--- src/rtl/vp_pipe_pkg.sv ---
// Shared definitions for the vp_pipe video processor: operation encodings,
// luma coefficients and the pipeline depth.
package vp_pkg;

  typedef enum logic [1:0] {
    VP_PASS = 2'd0,
    VP_GRAY = 2'd1,
    VP_BIN  = 2'd2,
    VP_INV  = 2'd3
  } vp_mode_e;

  // Coefficients sum to 256, so Y = sum >> 8 always fits in one channel.
  localparam int VP_COEF_R = 77;
  localparam int VP_COEF_G = 150;
  localparam int VP_COEF_B = 29;

  localparam int VP_LAT = 3;

  typedef struct packed {
    logic de;
    logic hs;
    logic vs;
  } vp_sync_t;

endpackage

--- src/rtl/vp_pipe_if.sv ---
// Video stream, per-frame configuration and geometry bundle between the
// HDMI input stage, vp_pipe and the HDMI output stage.
interface vp_pipe_if #(
  parameter int CH_W  = 8,
  parameter int N_CH  = 3,
  parameter int CNT_W = 12
);

  logic                   de_in;
  logic                   h_sync_in;
  logic                   v_sync_in;
  logic [N_CH*CH_W-1:0]   pixel_in;
  logic [1:0]             mode;
  logic [CH_W-1:0]        thr;

  logic                   de_out;
  logic                   h_sync_out;
  logic                   v_sync_out;
  logic [N_CH*CH_W-1:0]   pixel_out;
  logic [CNT_W-1:0]       frame_width;
  logic [CNT_W-1:0]       frame_height;
  logic [15:0]            frame_cnt;
  logic                   geom_valid;

  modport slave (
    input  de_in, h_sync_in, v_sync_in, pixel_in, mode, thr,
    output de_out, h_sync_out, v_sync_out, pixel_out,
           frame_width, frame_height, frame_cnt, geom_valid
  );

  modport master (
    output de_in, h_sync_in, v_sync_in, pixel_in, mode, thr,
    input  de_out, h_sync_out, v_sync_out, pixel_out,
           frame_width, frame_height, frame_cnt, geom_valid
  );

endinterface

--- src/rtl/vp_pipe_luma.sv ---
// Two-stage RGB to luma: stage 1 registers the weighted products, stage 2
// registers their sum; Y is the sum with the 8 fraction bits dropped.
module vp_luma
  import vp_pkg::*;
#(
  parameter int CH_W = 8
) (
  input  logic            clk,
  input  logic            rst_n,
  input  logic [CH_W-1:0] r_i,
  input  logic [CH_W-1:0] g_i,
  input  logic [CH_W-1:0] b_i,
  output logic [CH_W-1:0] y_o
);

  localparam int PROD_W = CH_W + 8;
  localparam int SUM_W  = CH_W + 10;

  logic [PROD_W-1:0] prod_r_q;
  logic [PROD_W-1:0] prod_g_q;
  logic [PROD_W-1:0] prod_b_q;
  logic [SUM_W-1:0]  sum_q;

  always_ff @(posedge clk or negedge rst_n) begin
    if (!rst_n) begin
      prod_r_q <= '0;
      prod_g_q <= '0;
      prod_b_q <= '0;
      sum_q    <= '0;
    end else begin
      prod_r_q <= PROD_W'(r_i) * PROD_W'(VP_COEF_R);
      prod_g_q <= PROD_W'(g_i) * PROD_W'(VP_COEF_G);
      prod_b_q <= PROD_W'(b_i) * PROD_W'(VP_COEF_B);
      sum_q    <= SUM_W'(prod_r_q) + SUM_W'(prod_g_q) + SUM_W'(prod_b_q);
    end
  end

  assign y_o = CH_W'(sum_q >> 8);

endmodule

--- src/rtl/vp_pipe.sv ---
// Per-frame selectable pixel operation (pass/gray/binarise/invert) with a
// fixed 3-cycle latency on pixel and syncs, plus frame geometry measurement.
module vp_pipe
  import vp_pkg::*;
#(
  parameter int CH_W    = 8,
  parameter int N_CH    = 3,
  parameter int CNT_W   = 12,
  parameter int THR_RST = 128
) (
  input  logic     clk,
  input  logic     rst_n,
  vp_pipe_if.slave vid
);

  localparam int PIX_W = N_CH * CH_W;
  localparam logic [CNT_W-1:0] CNT_MAX = '1;

  vp_sync_t         sync_in;
  vp_sync_t         sync_s1_q, sync_s2_q, sync_s3_q;
  logic [PIX_W-1:0] pix_s1_q, pix_s2_q, pix_s3_q, pix_d;
  vp_mode_e         mode_q, mode_s1_q, mode_s2_q;
  logic [CH_W-1:0]  thr_q, thr_s1_q, thr_s2_q;
  logic [CH_W-1:0]  luma_y;
  logic             frame_start;
  logic             de_fall;
  logic             y_ge_thr;

  assign sync_in = {vid.de_in, vid.h_sync_in, vid.v_sync_in};

  // Stage-1 sync register doubles as the edge-detect history of de and vsync.
  assign frame_start = vid.v_sync_in & ~sync_s1_q.vs;
  assign de_fall     = ~vid.de_in & sync_s1_q.de;

  vp_luma #(.CH_W(CH_W)) u_luma (
    .clk   (clk),
    .rst_n (rst_n),
    .r_i   (vid.pixel_in[(N_CH-1)*CH_W +: CH_W]),
    .g_i   (vid.pixel_in[(N_CH-2)*CH_W +: CH_W]),
    .b_i   (vid.pixel_in[(N_CH-3)*CH_W +: CH_W]),
    .y_o   (luma_y)
  );

  // Config travels with its pixel so a frame-start switch only touches new data.
  always_ff @(posedge clk or negedge rst_n) begin
    if (!rst_n) begin
      mode_q    <= VP_PASS;
      thr_q     <= CH_W'(THR_RST);
      sync_s1_q <= '0;
      sync_s2_q <= '0;
      sync_s3_q <= '0;
      pix_s1_q  <= '0;
      pix_s2_q  <= '0;
      pix_s3_q  <= '0;
      mode_s1_q <= VP_PASS;
      mode_s2_q <= VP_PASS;
      thr_s1_q  <= '0;
      thr_s2_q  <= '0;
    end else begin
      if (frame_start) begin
        mode_q <= vp_mode_e'(vid.mode);
        thr_q  <= vid.thr;
      end
      sync_s1_q <= sync_in;
      pix_s1_q  <= vid.pixel_in;
      mode_s1_q <= mode_q;
      thr_s1_q  <= thr_q;
      sync_s2_q <= sync_s1_q;
      pix_s2_q  <= pix_s1_q;
      mode_s2_q <= mode_s1_q;
      thr_s2_q  <= thr_s1_q;
      sync_s3_q <= sync_s2_q;
      pix_s3_q  <= pix_d;
    end
  end

  assign y_ge_thr = (luma_y >= thr_s2_q);

  for (genvar gi = 0; gi < N_CH; gi++) begin : g_ch
    logic [CH_W-1:0] ch_in;
    logic [CH_W-1:0] ch_out;

    assign ch_in = pix_s2_q[gi*CH_W +: CH_W];

    always_comb begin
      ch_out = ch_in;
      case (mode_s2_q)
        VP_PASS: ch_out = ch_in;
        VP_GRAY: ch_out = luma_y;
        VP_BIN:  ch_out = {CH_W{y_ge_thr}};
        VP_INV:  ch_out = ~ch_in;
        default: ch_out = ch_in;
      endcase
    end

    assign pix_d[gi*CH_W +: CH_W] = sync_s2_q.de ? ch_out : '0;
  end

  logic [CNT_W-1:0] x_cnt_q, x_cnt_d;
  logic [CNT_W-1:0] y_cnt_q, y_cnt_d;
  logic [CNT_W-1:0] line_w_q, line_w_d;
  logic [CNT_W-1:0] frame_width_q, frame_width_d;
  logic [CNT_W-1:0] frame_height_q, frame_height_d;
  logic [15:0]      frame_cnt_q, frame_cnt_d;
  logic             geom_valid_q, geom_valid_d;

  // Line bookkeeping runs before the frame-start capture so a line ending on
  // the vsync edge is still part of the measured frame.
  always_comb begin
    x_cnt_d        = x_cnt_q;
    y_cnt_d        = y_cnt_q;
    line_w_d       = line_w_q;
    frame_width_d  = frame_width_q;
    frame_height_d = frame_height_q;
    frame_cnt_d    = frame_cnt_q;
    geom_valid_d   = geom_valid_q;

    if (vid.de_in && (x_cnt_q != CNT_MAX)) begin
      x_cnt_d = x_cnt_q + 1'b1;
    end

    if (de_fall) begin
      line_w_d = x_cnt_q;
      x_cnt_d  = '0;
      if (y_cnt_q != CNT_MAX) begin
        y_cnt_d = y_cnt_q + 1'b1;
      end
    end

    if (frame_start) begin
      frame_width_d  = line_w_d;
      frame_height_d = y_cnt_d;
      y_cnt_d        = '0;
      frame_cnt_d    = frame_cnt_q + 16'd1;
      // The frame before the first edge may be partial; trust the second.
      geom_valid_d   = geom_valid_q | (frame_cnt_q != 16'd0);
    end
  end

  always_ff @(posedge clk or negedge rst_n) begin
    if (!rst_n) begin
      x_cnt_q        <= '0;
      y_cnt_q        <= '0;
      line_w_q       <= '0;
      frame_width_q  <= '0;
      frame_height_q <= '0;
      frame_cnt_q    <= '0;
      geom_valid_q   <= 1'b0;
    end else begin
      x_cnt_q        <= x_cnt_d;
      y_cnt_q        <= y_cnt_d;
      line_w_q       <= line_w_d;
      frame_width_q  <= frame_width_d;
      frame_height_q <= frame_height_d;
      frame_cnt_q    <= frame_cnt_d;
      geom_valid_q   <= geom_valid_d;
    end
  end

  assign vid.de_out       = sync_s3_q.de;
  assign vid.h_sync_out   = sync_s3_q.hs;
  assign vid.v_sync_out   = sync_s3_q.vs;
  assign vid.pixel_out    = pix_s3_q;
  assign vid.frame_width  = frame_width_q;
  assign vid.frame_height = frame_height_q;
  assign vid.frame_cnt    = frame_cnt_q;
  assign vid.geom_valid   = geom_valid_q;

endmodule

--- src/flat_wrapper.sv ---
// flat-port wrapper written by rule: the top's interface ports become plain ports
module vp_pipe_flat import vp_pkg::*;
#(
  parameter int CH_W    = 8,
  parameter int N_CH    = 3,
  parameter int CNT_W   = 12,
  parameter int THR_RST = 128
)
  (clk, rst_n, vid_de_in, vid_h_sync_in, vid_v_sync_in, vid_pixel_in, vid_mode, vid_thr, vid_de_out, vid_h_sync_out, vid_v_sync_out, vid_pixel_out, vid_frame_width, vid_frame_height, vid_frame_cnt, vid_geom_valid);
  vp_pipe_if #(.CH_W(CH_W), .N_CH(N_CH), .CNT_W(CNT_W)) vid_i ();
  input  logic clk;
  input  logic rst_n;
  input wire logic [$bits(vid_i.de_in)-1:0] vid_de_in;
  input wire logic [$bits(vid_i.h_sync_in)-1:0] vid_h_sync_in;
  input wire logic [$bits(vid_i.v_sync_in)-1:0] vid_v_sync_in;
  input wire logic [$bits(vid_i.pixel_in)-1:0] vid_pixel_in;
  input wire logic [$bits(vid_i.mode)-1:0] vid_mode;
  input wire logic [$bits(vid_i.thr)-1:0] vid_thr;
  output wire logic [$bits(vid_i.de_out)-1:0] vid_de_out;
  output wire logic [$bits(vid_i.h_sync_out)-1:0] vid_h_sync_out;
  output wire logic [$bits(vid_i.v_sync_out)-1:0] vid_v_sync_out;
  output wire logic [$bits(vid_i.pixel_out)-1:0] vid_pixel_out;
  output wire logic [$bits(vid_i.frame_width)-1:0] vid_frame_width;
  output wire logic [$bits(vid_i.frame_height)-1:0] vid_frame_height;
  output wire logic [$bits(vid_i.frame_cnt)-1:0] vid_frame_cnt;
  output wire logic [$bits(vid_i.geom_valid)-1:0] vid_geom_valid;
  assign vid_i.de_in = vid_de_in;
  assign vid_i.h_sync_in = vid_h_sync_in;
  assign vid_i.v_sync_in = vid_v_sync_in;
  assign vid_i.pixel_in = vid_pixel_in;
  assign vid_i.mode = vid_mode;
  assign vid_i.thr = vid_thr;
  assign vid_de_out = vid_i.de_out;
  assign vid_h_sync_out = vid_i.h_sync_out;
  assign vid_v_sync_out = vid_i.v_sync_out;
  assign vid_pixel_out = vid_i.pixel_out;
  assign vid_frame_width = vid_i.frame_width;
  assign vid_frame_height = vid_i.frame_height;
  assign vid_frame_cnt = vid_i.frame_cnt;
  assign vid_geom_valid = vid_i.geom_valid;
  vp_pipe #(.CH_W(CH_W), .N_CH(N_CH), .CNT_W(CNT_W), .THR_RST(THR_RST)) u_core (.clk(clk), .rst_n(rst_n), .vid(vid_i));
endmodule
--- config.mk ---
export PLATFORM = sky130hd
export DESIGN_NAME = vp_pipe_flat
export DESIGN_NICKNAME = d
export VERILOG_FILES = /design/src/rtl/vp_pipe_pkg.sv /design/src/rtl/vp_pipe_if.sv /design/src/rtl/vp_pipe_luma.sv /design/src/rtl/vp_pipe.sv /design/src/flat_wrapper.sv
export SDC_FILE = /design/constraint.sdc
export NUM_CORES = 1
export LEC_CHECK = 0
export BUFFER_PORTS_ARGS = -buffer_cell sky130_fd_sc_hd__clkbuf_2
export CORE_ASPECT_RATIO = 0.8
export CORE_MARGIN = 2
export CORE_UTILIZATION = 30
export DETAILED_ROUTE_END_ITERATION = 6
export PLACE_DENSITY_LB_ADDON = 0.08
export SKIP_LAST_GASP = 1
export SYNTH_ARGS = -nofsm -noshare
export SYNTH_HDL_FRONTEND = slang
export SYNTH_SLANG_ARGS = --single-unit
--- constraint.sdc ---
create_clock -name clk -period 2.2 [get_ports clk]
set_input_delay 0.22 -clock clk [delete_from_list [all_inputs] [get_ports clk]]
set_output_delay 0.22 -clock clk [all_outputs]
set_load 0.05 [all_outputs]
# Word level (Yosys, flattened, before mapping)
# Cells that the tools add are included.
# totals
word_cells	67
ff_bits	247
input_bits	39
out_inout_bits	68
# classes
muxes	12
reduce_logical	4
n_bitwise	8
addsub	5
n_eq_ne	5
magnitude_cmp	1
multipliers	3
# ops
cell	count
case mux 8 bit (4 select lines)	3
two-way mux 12 bit	6
multiplier 8 x 7 -> 15 bit, second input constant	2
adder 12 x 1 -> 12 bit, second input constant	2
two-way mux 8 bit	3
!= test 12 bit, second input constant	2
inverter 8 bit	3
adder 15 x 16 -> 16 bit	1
adder 16 x 1 -> 16 bit, second input constant	1
adder 16 x 13 -> 16 bit	1
nonzero test 16 bit	1
multiplier 8 x 5 -> 13 bit, second input constant	1
greater-or-equal comparator 8 bit	1
== test 2 bit, second input constant	2
AND 1 bit	2
== test 2 x 1 -> 1 bit, second input constant	1
zero test 2 bit	1
inverter 1 bit	2
nonzero test 2 bit	1
logical AND 1 bit	1
OR 1 bit	1

# Depth between registers and ports, before layout
# depth
ltp_word	4
ltp_mapped	13
mapped_depth_nobuf	13

# Modules after synthesis
# From an unflattened synthesis, not the netlist that was laid out.
# unflattened
cells_unflattened	1090
hier_area_um2	11841.4
# modules_own_cells
mod	seq_area_each_um2	instances	cells_per_inst	area_per_inst_um2
vp_pipe	4705.8	1	650	7009.2
vp_luma	1276.2	1	440	4832.1

# Least setup slack after synthesis
# OpenSTA, ideal clock, no wires.
# synth_path
kind	input-to-reg
start	input port vid_pixel_in[20]
end	register u_core.u_luma.prod_r_q[13]
setup_ns	0.080
stages	13
n_path_buf	0
arrival_time_ns	3.291
t_required_ns	2.120
path_slack_ns	-1.171
cell_sequence	ha_1 > ha_1 > inv_1 > fa_1 > fa_1 > inv_1 > ha_1 > a21oi_2 > o21ai_1 > a2111o_1 > a31o_1 > a21oi_2 > xnor2_1
# synth_between
elab_chain_len	1
# synth_rtl
item	line	text
start, declared	flat_wrapper.sv:16	input wire logic [$bits(vid_i.pixel_in)-1:0] vid_pixel_in;
multiplier 8 x 7 -> 15 bit	vp_pipe_luma.sv:31	prod_r_q <= PROD_W'(r_i) * PROD_W'(VP_COEF_R);
end signal, assigned	vp_pipe_luma.sv:31	
end, declared	vp_pipe_luma.sv:19	logic [PROD_W-1:0] prod_r_q;
# No other way between the ends.
# A chain may end at the register's enable or synchronous reset.

# Final worst setup path
# Same ends and word-level chain as after synthesis.

==> results.py <==
metrics = {
    "power": {
        "p_leak_uw": 0.00765,
        "power.total_uw": 19800,
        "powerDensity_nw_per_um2": 1260,
        "ir_drop_mv": 0.863,
    },
    "sta": {
        "maxSlewViolCount": 0,
        "clock_skew_ps": 14.6,
        "post-route-worst-setup-slack_ps": -526,
        "timing.slew.headroom_pct": 64.3,
        "rsz0062_at_grt": "yes",
        "max_freq_mhz": 367,
        "fin_worst_hold_slack_ps": 30.5,
        "report.final.setup_viol": 23,
        "share_of_the_clock_period_used_by_the_worst_path_after_layout_pct": 124,
        "finalCriticalPeriod_ps": 2730,
        "timing_worst_slew_pin_value_ps": 534,
        "setup_tns_ps": -5710,
        "timing_hold_violations_final": 0,
    },
    "hold_path": {
        "holdPathStages": 2,
        "holdCritStartpoint": "vid_pixel_in[9]",
        "hp_class": "input pin to flop",
        "min_delay_worst_endpoint": "u_core.pix_s1_q[9]",
    },
    "run": {
        "timing.max_cap.violations": 0,
    },
    "critical_path": {
        "crit_arrival_ps": 3200,
        "crit_path_cell_trace": "clkbuf_16 -> ha_4 -> ha_4 -> inv_2 -> fa_1 -> fa_1 -> inv_2 -> ha_4 -> a21oi_4 -> o21ai_2 -> a2111o_1 -> a31o_1 -> a21oi_2 -> xnor2_1",
        "r2r.worst_path.cells": 8,
        "critical_path.slowest_cell": "sky130_fd_sc_hd__fa_1",
        "critical_path.max_stage_delay_ps": 510,
        "worst_path_most_repeated_cell": "sky130_fd_sc_hd__ha_4",
        "max_fanout_on_critical_path": 4,
        "crit_type": "input pin to flop",
        "cp-end-kind": "flop",
        "path_buf_inv": 3,
        "crit_family": "adder cells",
        "worstReg2RegEnd": "u_core.u_luma.sum_q[14]",
        "cp-start-kind": "input pin",
        "reg2reg_setup_slack_ps": -280,
        "critical_path_required_ps": 2680,
        "r2r-start": "u_core.u_luma.prod_g_q[7]",
    },
    "clock_network": {
        "cts_tree": "yes",
        "cts_num_sinks": 234,
        "worst_setup_hold_path_clk_slew_ps": 60,
        "clock_tree.root_cell": "sky130_fd_sc_hd__clkbuf_16",
        "h-tree-depth": 1,
        "clock_insertion_delay_worst_skew_ps": 550,
        "numCtsBuffers": 27,
        "cts_max_path_buffers": 3,
    },
    "finish": {
        "final_net_count": 1516,
        "postLayoutCellArea_um2": 15700,
        "post_route_cells_drive_above_1_share_pct": 28.3,
        "syn2layout_area_growth_pct": 35.1,
        "most-common-layout-cells": "233 x sky130_fd_sc_hd__dfrtp_1, 170 x sky130_fd_sc_hd__nand2_1, 113 x sky130_fd_sc_hd__buf_4",
        "layout.cells.most_common": "sky130_fd_sc_hd__dfrtp_1",
    },
    "die": {
        "ioPinCount": 107,
        "area_of_the_die_um2": 40300,
        "die_width_um": 224,
        "cell_row_count": 64,
        "dieHeight_um": 180,
        "floorplan.core_area_um2": 38200,
        "start_util_pct": 30.4,
    },
    "routing": {
        "drt-vias-per-instance": 4.39,
        "detail_route.wl_per_cell_um": 14.6,
        "post-route-drc-count": 0,
        "via_count": 8043,
        "totalWireLength_mm": 26.7,
        "detailedRoute.firstPassIterationCount": 4,
        "ant_nets": 0,
        "drtIter0Drc": 311,
    },
    "global_routing": {
        "number_of_antenna_violations_at_the_first_check_in_global_routing": 0,
        "grt_util_all_layers_pct": 13.8,
        "first_global_vias": 8360,
        "grt.overflow.total": 0,
        "largest_net_degree_at_the_start_of_global_routing": 66,
        "grt_pass1_wl_mm": 44.8,
    },
    "synthesis": {
        "ys.warnings.count": 0,
        "synth_edf_count": 0,
        "yosys_register_bits": 234,
        "netlist_area_um2": 11600,
        "synth_seq_area_share_pct": 50.4,
        "syn_inst_count": 1045,
        "asyncSetResetFlopFracSynth_pct": 100,
        "synth_net_count": 1247,
        "average_cell_area_after_synthesis_um2": 11.1,
        "synth_cell_types": 60,
        "synthFlopType": "sky130_fd_sc_hd__dfrtp_1",
    },
    "placed_design": {
        "port_buffers": 106,
        "hpwl_mm": 20.4,
        "detailed_place.area_um2": 13800,
        "finalWeightedCongestion": 0.764,
    },
    "status": {
        "violations": "setup timing",
        "outcome": "finished, violations left",
    },
}
-- how the worst max path moves through the flow --
stage / from / end / slack, ps / cells past startpoint
floorplan: vid_pixel_in[20] / u_core.u_luma.prod_r_q[13] / -820 / 13
global placement: vid_pixel_in[2] / u_core.u_luma.prod_b_q[12] / -1080 / 13
detailed placement: vid_pixel_in[2] / u_core.u_luma.prod_b_q[12] / -1140 / 13
CTS: vid_pixel_in[20] / u_core.u_luma.prod_r_q[13] / -510 / 14
global route: vid_pixel_in[20] / u_core.u_luma.prod_r_q[13] / -600 / 14
finish: vid_pixel_in[20] / u_core.u_luma.prod_r_q[13] / -530 / 14
-- layer usage --
layer  share of wire (%)  track usage, %  vias to the layer above
li1                    -               -                     4056
met1                  53            21.0                     3850
met2                  42            20.3                      101
met3                 3.5            2.58                       36
met4                 1.8            3.12                        0
met5                   0               0                        -
-- synthesized netlist by cell type, drive strengths merged (3+ instances only) --
master  count  area [µm²]
buf         5        33.8
ha        125        1560
fa         38         761
clkbuf     21        78.8
nor3       12        60.1
nand2     174         653
nand3      23         130
dfrtp     233        5830
mux2i       3        30.0
nand4       7        43.8
and3        6        37.5
a211oi     30         225
a31oi       5        31.3
inv        93         349
nor2       43         169
o21ai      58         290
and4        4        37.5
or3         4        30.0
a21o       13        97.6
nand2b      6        37.5
xnor2      39         342
o21bai      3        22.5
nor4        5        31.3
xor2       19         166
o21a        9        67.6
nor2b       8        50.1
nor3b       3        27.5
and2        4        27.5
a21oi      27         146
-- cell families (layout without fill, tap and decap cells) --
kind of cell             Yosys count  count (layout)  share of synthesized area, %
AO/OA/AOI/OAI                    165             165                          9.21
XOR/XNOR                          58              58                          4.37
adder cells (fa/ha/maj)          163             163                          20.0
buffers and inverters            119             409                          3.97
flip-flops                       234             234                          50.4
multiplexers                       3               3                         0.259
other                              0               1                             0
AND/OR/NAND/NOR                  303             303                          11.8
-- cell type report --
cell class / count / area, µm²
fill: 3756 / 22500
timing repair buffer: 266 / 1970
tap: 495 / 619
clock buffer: 33 / 738
antenna: 1 / 2.50
multi-input combinational: 692 / 5920
sequential: 234 / 5860
inverter: 93 / 353
clock inverter: 17 / 240
-- registers in the layout (all words and copies together) (netlist names), 3 cells and up --
signal                   flops
u_core.pix_s1_q             24
u_core.sync_s2_q             3
u_core.pix_s2_q             24
u_core.u_luma.prod_r_q      13
u_core.y_cnt_q              12
u_core.line_w_q             12
u_core.thr_q                 8
u_core.u_luma.sum_q          8
u_core.vid.pixel_out        24
u_core.u_luma.prod_g_q      14
u_core.vid.frame_width      12
u_core.x_cnt_q              12
u_core.vid.frame_height     12
u_core.u_luma.prod_b_q      11
u_core.thr_s2_q              8
u_core.vid.frame_cnt        16
u_core.thr_s1_q              8
u_core.sync_s1_q             3
-- metrics by stage --
step / cells / setup slack [ps] / utilization (%)
3_5_place_dp: 1734 / -1140 / 36.3
6_report: 1831 / -526 / 41.1
4_1_cts: 1823 / -512 / 40.6
5_1_grt: 1830 / -598 / 41.1
3_3_place_gp: 1734 / -1080 / 36.3
2_1_floorplan: 1045 / -819 / -
-- power breakdown --
part / total [µW] / internal [µW] / switching (µW) / leakage [µW]
logic: 9400 / 4580 / 4820 / 0.00424
clock network: 4850 / 3000 / 1860 / 0.000477
registers: 5550 / 5070 / 487 / 0.00293
total: 19800 / 12600 / 7160 / 0.00765
-- timing repair --
| action | CTS | global route |
|---|---|---|
| pin swaps | 30 | 33 |
| resized for setup | 50 | 32 |
| endpoints found under the hold margin | 93 | 1 |
| setup buffers | 5 | 9 |
| hold buffers | 35 | 1 |
| setup endpoints to repair | 26 | 28 |
Power figures use the tool's default switching activity.
